File: src/rtl/fft_frame_sequencer_pkg.sv
// Shared encodings for the FFT frame sequencer: ping-pong bank states,
// one-hot stage FSM states and the bank rollback applied on a start timeout.
package fft_frame_sequencer_pkg;

    localparam int unsigned NUM_BANKS         = 2;
    localparam int unsigned TIMEOUT_CNT_WIDTH = 4;

    typedef enum logic [2:0] {
        BANK_FREE      = 3'd0,
        BANK_LOADING   = 3'd1,
        BANK_LOADED    = 3'd2,
        BANK_COMPUTING = 3'd3,
        BANK_COMPUTED  = 3'd4,
        BANK_DRAINING  = 3'd5
    } bank_state_e;

    typedef enum logic [3:0] {
        ST_IDLE = 4'b0001,
        ST_GO   = 4'b0010,
        ST_WAIT = 4'b0100,
        ST_RUN  = 4'b1000
    } stage_state_e;

    // A stage that never acknowledged its go leaves the bank as it found it.
    function automatic bank_state_e timeout_revert(input bank_state_e s);
        case (s)
            BANK_LOADING:   return BANK_FREE;
            BANK_COMPUTING: return BANK_LOADED;
            BANK_DRAINING:  return BANK_COMPUTED;
            default:        return s;
        endcase
    endfunction

endpackage

File: src/rtl/fft_stage_ctrl.sv
// Generic go/busy handshake for one frame stage, with a start timeout and a
// bank pointer that flips each time the stage completes a frame.
module fft_stage_ctrl
    import fft_frame_sequencer_pkg::*;
#(
    parameter int unsigned START_TIMEOUT = 15
) (
    input  logic clk,
    input  logic reset,
    input  logic start,
    input  logic busy,
    input  logic hold,
    output logic go,
    output logic done,
    output logic timeout,
    output logic bank,
    output logic active
);

    // Counter holds the number of cycles elapsed since go, so the timeout
    // pulse fires one cycle before the limit and the sticky error lands on it.
    localparam logic [TIMEOUT_CNT_WIDTH-1:0] CNT_LIMIT = TIMEOUT_CNT_WIDTH'(START_TIMEOUT - 1);

    stage_state_e                 state_q, state_d;
    logic [TIMEOUT_CNT_WIDTH-1:0] cnt_q, cnt_d;
    logic                         ptr_q, ptr_d;

    always_comb begin
        state_d = state_q;
        cnt_d   = cnt_q;
        ptr_d   = ptr_q;
        go      = 1'b0;
        done    = 1'b0;
        timeout = 1'b0;
        case (state_q)
            ST_IDLE: begin
                if (start && !hold) begin
                    state_d = ST_GO;
                end
            end
            ST_GO: begin
                go      = 1'b1;
                cnt_d   = TIMEOUT_CNT_WIDTH'(1);
                state_d = ST_WAIT;
            end
            ST_WAIT: begin
                if (busy) begin
                    state_d = ST_RUN;
                end else if (cnt_q == CNT_LIMIT) begin
                    timeout = 1'b1;
                    state_d = ST_IDLE;
                end else begin
                    cnt_d = cnt_q + TIMEOUT_CNT_WIDTH'(1);
                end
            end
            ST_RUN: begin
                if (!busy) begin
                    done    = 1'b1;
                    ptr_d   = ~ptr_q;
                    state_d = ST_IDLE;
                end
            end
            default: state_d = ST_IDLE;
        endcase
    end

    always_ff @(posedge clk) begin
        if (reset) begin
            state_q <= ST_IDLE;
            cnt_q   <= '0;
            ptr_q   <= 1'b0;
        end else begin
            state_q <= state_d;
            cnt_q   <= cnt_d;
            ptr_q   <= ptr_d;
        end
    end

    assign bank   = ptr_q;
    assign active = (state_q != ST_IDLE);

endmodule

File: src/rtl/fft_frame_sequencer.sv
// Schedules load, FFT and drain stages over two ping-pong BRAM banks so that
// loading of the next frame overlaps processing of the current one.
module fft_frame_sequencer
    import fft_frame_sequencer_pkg::*;
#(
    parameter int unsigned FRAME_CNT_WIDTH = 16,
    parameter int unsigned START_TIMEOUT   = 15
) (
    input  logic                       clk,
    input  logic                       reset,
    input  logic                       seq_enable,
    output logic                       load_go,
    input  logic                       load_busy,
    output logic                       load_bank,
    output logic                       fft_go,
    input  logic                       fft_busy,
    output logic                       fft_bank,
    output logic                       axis_bram_master_go,
    input  logic                       axis_bram_master_busy,
    output logic                       drain_bank,
    output logic [FRAME_CNT_WIDTH-1:0] frames_done,
    output logic                       seq_idle,
    output logic                       seq_error
);

    bank_state_e                bank_q [NUM_BANKS];
    bank_state_e                bank_d [NUM_BANKS];
    logic [FRAME_CNT_WIDTH-1:0] frames_q, frames_d;
    logic                       error_q, error_d;

    logic load_fire, fft_fire, drain_fire;
    logic load_done, fft_done, drain_done;
    logic load_to, fft_to, drain_to;
    logic load_active, fft_active, drain_active;
    logic hold;

    fft_stage_ctrl #(.START_TIMEOUT(START_TIMEOUT)) u_load (
        .clk     (clk),
        .reset   (reset),
        .start   (load_fire),
        .busy    (load_busy),
        .hold    (hold),
        .go      (load_go),
        .done    (load_done),
        .timeout (load_to),
        .bank    (load_bank),
        .active  (load_active)
    );

    fft_stage_ctrl #(.START_TIMEOUT(START_TIMEOUT)) u_fft (
        .clk     (clk),
        .reset   (reset),
        .start   (fft_fire),
        .busy    (fft_busy),
        .hold    (hold),
        .go      (fft_go),
        .done    (fft_done),
        .timeout (fft_to),
        .bank    (fft_bank),
        .active  (fft_active)
    );

    fft_stage_ctrl #(.START_TIMEOUT(START_TIMEOUT)) u_drain (
        .clk     (clk),
        .reset   (reset),
        .start   (drain_fire),
        .busy    (axis_bram_master_busy),
        .hold    (hold),
        .go      (axis_bram_master_go),
        .done    (drain_done),
        .timeout (drain_to),
        .bank    (drain_bank),
        .active  (drain_active)
    );

    // A timeout in the current cycle already blocks starts, so no go can
    // slip out in the cycle the sticky error becomes visible.
    always_comb begin
        hold       = error_q | load_to | fft_to | drain_to;
        load_fire  = seq_enable & ~load_active & (bank_q[load_bank] == BANK_FREE) & ~hold;
        fft_fire   = ~fft_active & (bank_q[fft_bank] == BANK_LOADED) & ~hold;
        drain_fire = ~drain_active & (bank_q[drain_bank] == BANK_COMPUTED) & ~hold;
    end

    always_comb begin
        bank_d = bank_q;
        if (load_fire)  bank_d[load_bank]  = BANK_LOADING;
        if (load_done)  bank_d[load_bank]  = BANK_LOADED;
        if (load_to)    bank_d[load_bank]  = timeout_revert(bank_q[load_bank]);
        if (fft_fire)   bank_d[fft_bank]   = BANK_COMPUTING;
        if (fft_done)   bank_d[fft_bank]   = BANK_COMPUTED;
        if (fft_to)     bank_d[fft_bank]   = timeout_revert(bank_q[fft_bank]);
        if (drain_fire) bank_d[drain_bank] = BANK_DRAINING;
        if (drain_done) bank_d[drain_bank] = BANK_FREE;
        if (drain_to)   bank_d[drain_bank] = timeout_revert(bank_q[drain_bank]);
        frames_d = frames_q + FRAME_CNT_WIDTH'(drain_done);
        error_d  = error_q | load_to | fft_to | drain_to;
    end

    always_ff @(posedge clk) begin
        if (reset) begin
            for (int i = 0; i < NUM_BANKS; i++) begin
                bank_q[i] <= BANK_FREE;
            end
            frames_q <= '0;
            error_q  <= 1'b0;
        end else begin
            bank_q   <= bank_d;
            frames_q <= frames_d;
            error_q  <= error_d;
        end
    end

    assign frames_done = frames_q;
    assign seq_error   = error_q;
    assign seq_idle    = (bank_q[0] == BANK_FREE) & (bank_q[1] == BANK_FREE) &
                         ~load_active & ~fft_active & ~drain_active;

endmodule
File: config.mk
export PLATFORM = sky130hd
export DESIGN_NAME = fft_frame_sequencer
export DESIGN_NICKNAME = d
export VERILOG_FILES = /design/src/rtl/fft_frame_sequencer_pkg.sv /design/src/rtl/fft_stage_ctrl.sv /design/src/rtl/fft_frame_sequencer.sv
export SDC_FILE = /design/constraint.sdc
export NUM_CORES = 1
export LEC_CHECK = 0
export BUFFER_PORTS_ARGS = -buffer_cell sky130_fd_sc_hd__buf_2
export CORE_UTILIZATION = 56
export CTS_CLUSTER_SIZE = 28
export DETAILED_ROUTE_END_ITERATION = 10
export HOLD_SLACK_MARGIN = 0.15
export PLACE_DENSITY = 0.77
export SLEW_MARGIN = 10
export SYNTH_ARGS = -nofsm -noshare
export SYNTH_HDL_FRONTEND = slang
export SYNTH_HIERARCHICAL = 1
export SYNTH_SLANG_ARGS = --single-unit
File: constraint.sdc
create_clock -name clk -period 6.4 [get_ports clk]
set_input_delay 0.32 -clock clk [delete_from_list [all_inputs] [get_ports clk]]
set_output_delay 0.32 -clock clk [all_outputs]
set_load 0.05 [all_outputs]
==> flow_metrics.env <==
export IMPL_htreeDepth=2
export IMPL_status="finished clean"
export IMPL_synthDistinctLibCells=60
export IMPL_crit_path_max_incr_delay_ps=510
export IMPL_syn_area_per_cell_um2=8.33
export IMPL_final_max_slew_viol_count=0
export IMPL_finalHoldViolCount=0
export IMPL_drive_gt1_share_pct=16.1
export IMPL_cp_slowest_cell="nor2b_1"
export IMPL_fin_nets=380
export IMPL_rsz0062_at_grt="no"
export IMPL_hold_depth=3
export IMPL_setup_viol=0
export IMPL_crit_arrival_ps=2960
export IMPL_synth_largest_area_cell="dfxtp_1"
export IMPL_viasPerCell=6.03
export IMPL_synth_compound_area_share_pct=18.2
export IMPL_ios=30
export IMPL_grt_max_degree=47
export IMPL_wl_per_cell_um=14.3
export IMPL_first_global_vias=2319
export IMPL_drt_total_wl_um=6190
export IMPL_yosys_area_share_adder_pct=3.48
export IMPL_power_mw=0.608
export IMPL_crit_type="reg2reg"
export IMPL_use_met1_pct=30.8
export IMPL_cts_buffer_depth=2
export IMPL_clock_sinks=50
export IMPL_p_leak_nw=1.14
export IMPL_synthFlopType="dfxtp_1"
export IMPL_synth_top_family_by_area="simple AND/OR/NAND/NOR gates"
export IMPL_timing_final_crit_period_ps=2810
export IMPL_ys_seq_area_share_pct=34.8
export IMPL_portBuffers=29
export IMPL_area_growth_pct=9.19
export IMPL_design_area_um2=3140
export IMPL_tightest_slew_ps=899
export IMPL_grtUsageTotal_pct=23.7
export IMPL_hold_buffers=0
export IMPL_vias=2615
export IMPL_worst_r2r_path_depth=8
export IMPL_cts_tree="built"
export IMPL_maxSlewHeadroom_pct=40.0
export IMPL_dp_hpwl_um=4300
export IMPL_met2_usage_pct=39.9
export IMPL_maxCapViolations=0
export IMPL_first_pass_iters=4
export IMPL_dpl_cell_area_um2=3040
export IMPL_start_kind="flop"
export IMPL_clk_insertion_delay_late_ps=310
export IMPL_power_density_nw_per_um2=194
export IMPL_post_route_util_pct=65.1
export IMPL_initial_core_util_pct=59.6
export IMPL_syn_num_nets=359
export IMPL_finalWeightedCongestion=0.854
export IMPL_required_ps=6550
export IMPL_fp_coreArea_um2=4820
export IMPL_synth_area_um2=2870
export IMPL_synth_edf_count=0
export IMPL_crit_fanout=8
export IMPL_synthArstFlopShare_pct=0
export IMPL_synth_simple_area_share_pct=33.8
export IMPL_tns_ps=0
export IMPL_crit_chain="nand2b_1, nor4_1, nor2b_1, nor2_1, a311o_1, a22o_1, a221oi_1, a221oi_2"
export IMPL_muxShareOfSynthArea_pct=1.44
export IMPL_max_freq_mhz=356
export IMPL_hold_class="in2reg"
export IMPL_cts_root_buf="clkbuf_8"
export IMPL_dr_first_iter_drc_count=139
export IMPL_cts_setup_buffers=0
export IMPL_cts_made_buffers=5
export IMPL_grt_overflow=0
export IMPL_die_w_um=73.6
export IMPL_ys_ff_latch=50
export IMPL_synth_top_cell_area_share_pct=34.8
export IMPL_fin_skew_ps=12.9
export IMPL_synthCells=345
export IMPL_die_area_um2=5420
export IMPL_diodes=0
export IMPL_yosysWarnings=6
export IMPL_post_route_period_util_pct=43.9
export IMPL_critPathCaptureType="flop"
export IMPL_die_h_um=73.6
export IMPL_synth_area_top_cells="dfxtp_1 (35%), nor2_1 (5.1%), nand3_1 (4.2%)"
export IMPL_ant_nets=0
export IMPL_grt_busiest_layer="met2"
export IMPL_cts_resized_gates=0
export IMPL_grt_pass1_wl_um=10200
export IMPL_synthXorXnorAreaFrac_pct=3.35
export IMPL_drc_errors=0
export IMPL_antenna_found_initial=0
export IMPL_peakVddDrop_mv=0.155
export IMPL_hold_worst_slack_ps=302
export IMPL_rows=25
export IMPL_grtUsageMet3_pct=4.25
export IMPL_cts_clk_slew_worst_paths_ps=100
cells in the final DEF (no fill, tap or decap), types with 3 or more instances in the layout:
master     instances
xnor2_1            3
buf_2             29
nand2b_1          11
or3_1              9
nor4b_1            4
nand3_1           24
and3_1             5
nor3b_1            5
ha_1               8
inv_1             14
o21ai_0           11
a31oi_1            5
nor4_1             8
a2bb2oi_1          3
and4b_1            3
xor2_1             8
nor2_1            39
a211oi_1           3
inv_2              3
or4b_2             5
dfxtp_1           50
nor3_1             8
mux2i_1            3
clkbuf_8           5
a21oi_1           15
nand2_1           17
nand4_1            8
o21ai_1            7
nor2b_1            6
o221ai_1           3
registers in the layout (all words and copies together) (netlist names):
signal           cells
seq_error            1
u_fft/cnt_q          4
bank_q               6
frames_done         16
u_fft/bank           1
u_drain/cnt_q        4
u_fft/state_q        4
u_load/state_q       4
u_drain/state_q      4
u_load/cnt_q         4
u_load/bank          1
u_drain/bank         1
path summary, 6_finish.rpt:
kind | start | slack, ps | endpoint
setup / recovery | u_load/state_q[2] | 3590 | bank_q[3]
hold / removal | axis_bram_master_busy | 300 | u_drain/state_q[3]
hold reg to reg | u_load/cnt_q[3] | 500 | u_load/cnt_q[3]
setup reg to reg | u_load/state_q[2] | 3590 | bank_q[3]
cell usage after synthesis, drive strengths merged (2+ instances only):
cell / number
o41ai: 2
nand3: 24
mux2i: 3
o311ai: 2
nand4: 8
dfxtp: 50
o211ai: 2
nand3b: 2
nor2: 39
inv: 17
nor4b: 6
or4: 2
a2bb2oi: 3
nand2b: 11
or4b: 6
or3: 9
ha: 8
xor2: 8
a31oi: 5
clkbuf: 11
and4b: 3
o221ai: 3
a211oi: 3
a221oi: 4
nand2: 17
a21oi: 15
nor3b: 6
nor4: 11
buf: 6
and3: 5
o21ai: 18
nor2b: 6
a32o: 2
a311o: 2
xnor2: 3
nor3: 8
o2111ai: 2
where the power goes:
group / switching (mW) / internal [mW]
Sequential: 0.0136 / 0.317
Clock: 0.115 / 0.0819
Combinational: 0.0511 / 0.0286
Total: 0.180 / 0.428
metrics by stage:
| step | instances | worst slack, ps |
|---|---|---|
| after floorplan | 345 | 3680 |
| after global placement | 426 | 3800 |
| after detailed placement | 426 | 3670 |
| after CTS | 434 | 3650 |
| after global routing | 434 | 3390 |
| final | 434 | 3590 |
cell type report:
type                       count  area (µm²)
multi-input combinational    261        1730
fill                         448        1680
sequential                    50        1000
timing repair buffer          31         160
tap                           67        83.8
clock buffer                   5        68.8
inverter                      17        63.8
clock inverter                 3        28.8
cell families (layout without fill, tap and decap cells):
kind of cell	count (synthesis)	after routing
adder cells (fa/ha/maj)	8	8
buffers and inverters	34	56
XOR/XNOR	11	11
AO/OA/AOI/OAI	73	73
flip-flops	50	50
multiplexers	4	4
AND/OR/NAND/NOR	165	165
metal layers:
| layer | part of all wire [%] | vias to the layer above |
|---|---|---|
| li1 | - | 1327 |
| met1 | 47 | 1236 |
| met2 | 48 | 44 |
| met3 | 3.2 | 8 |
| met4 | 1.1 | 0 |
| met5 | 0 | - |
worst max-delay path, delay by kind of cell, from the launching register on:
family / cells / cell delay [ps]
compound gates: 4 / 970
flops: 1 / 460
simple gates: 4 / 1210
(Power assumes the default switching activity.)
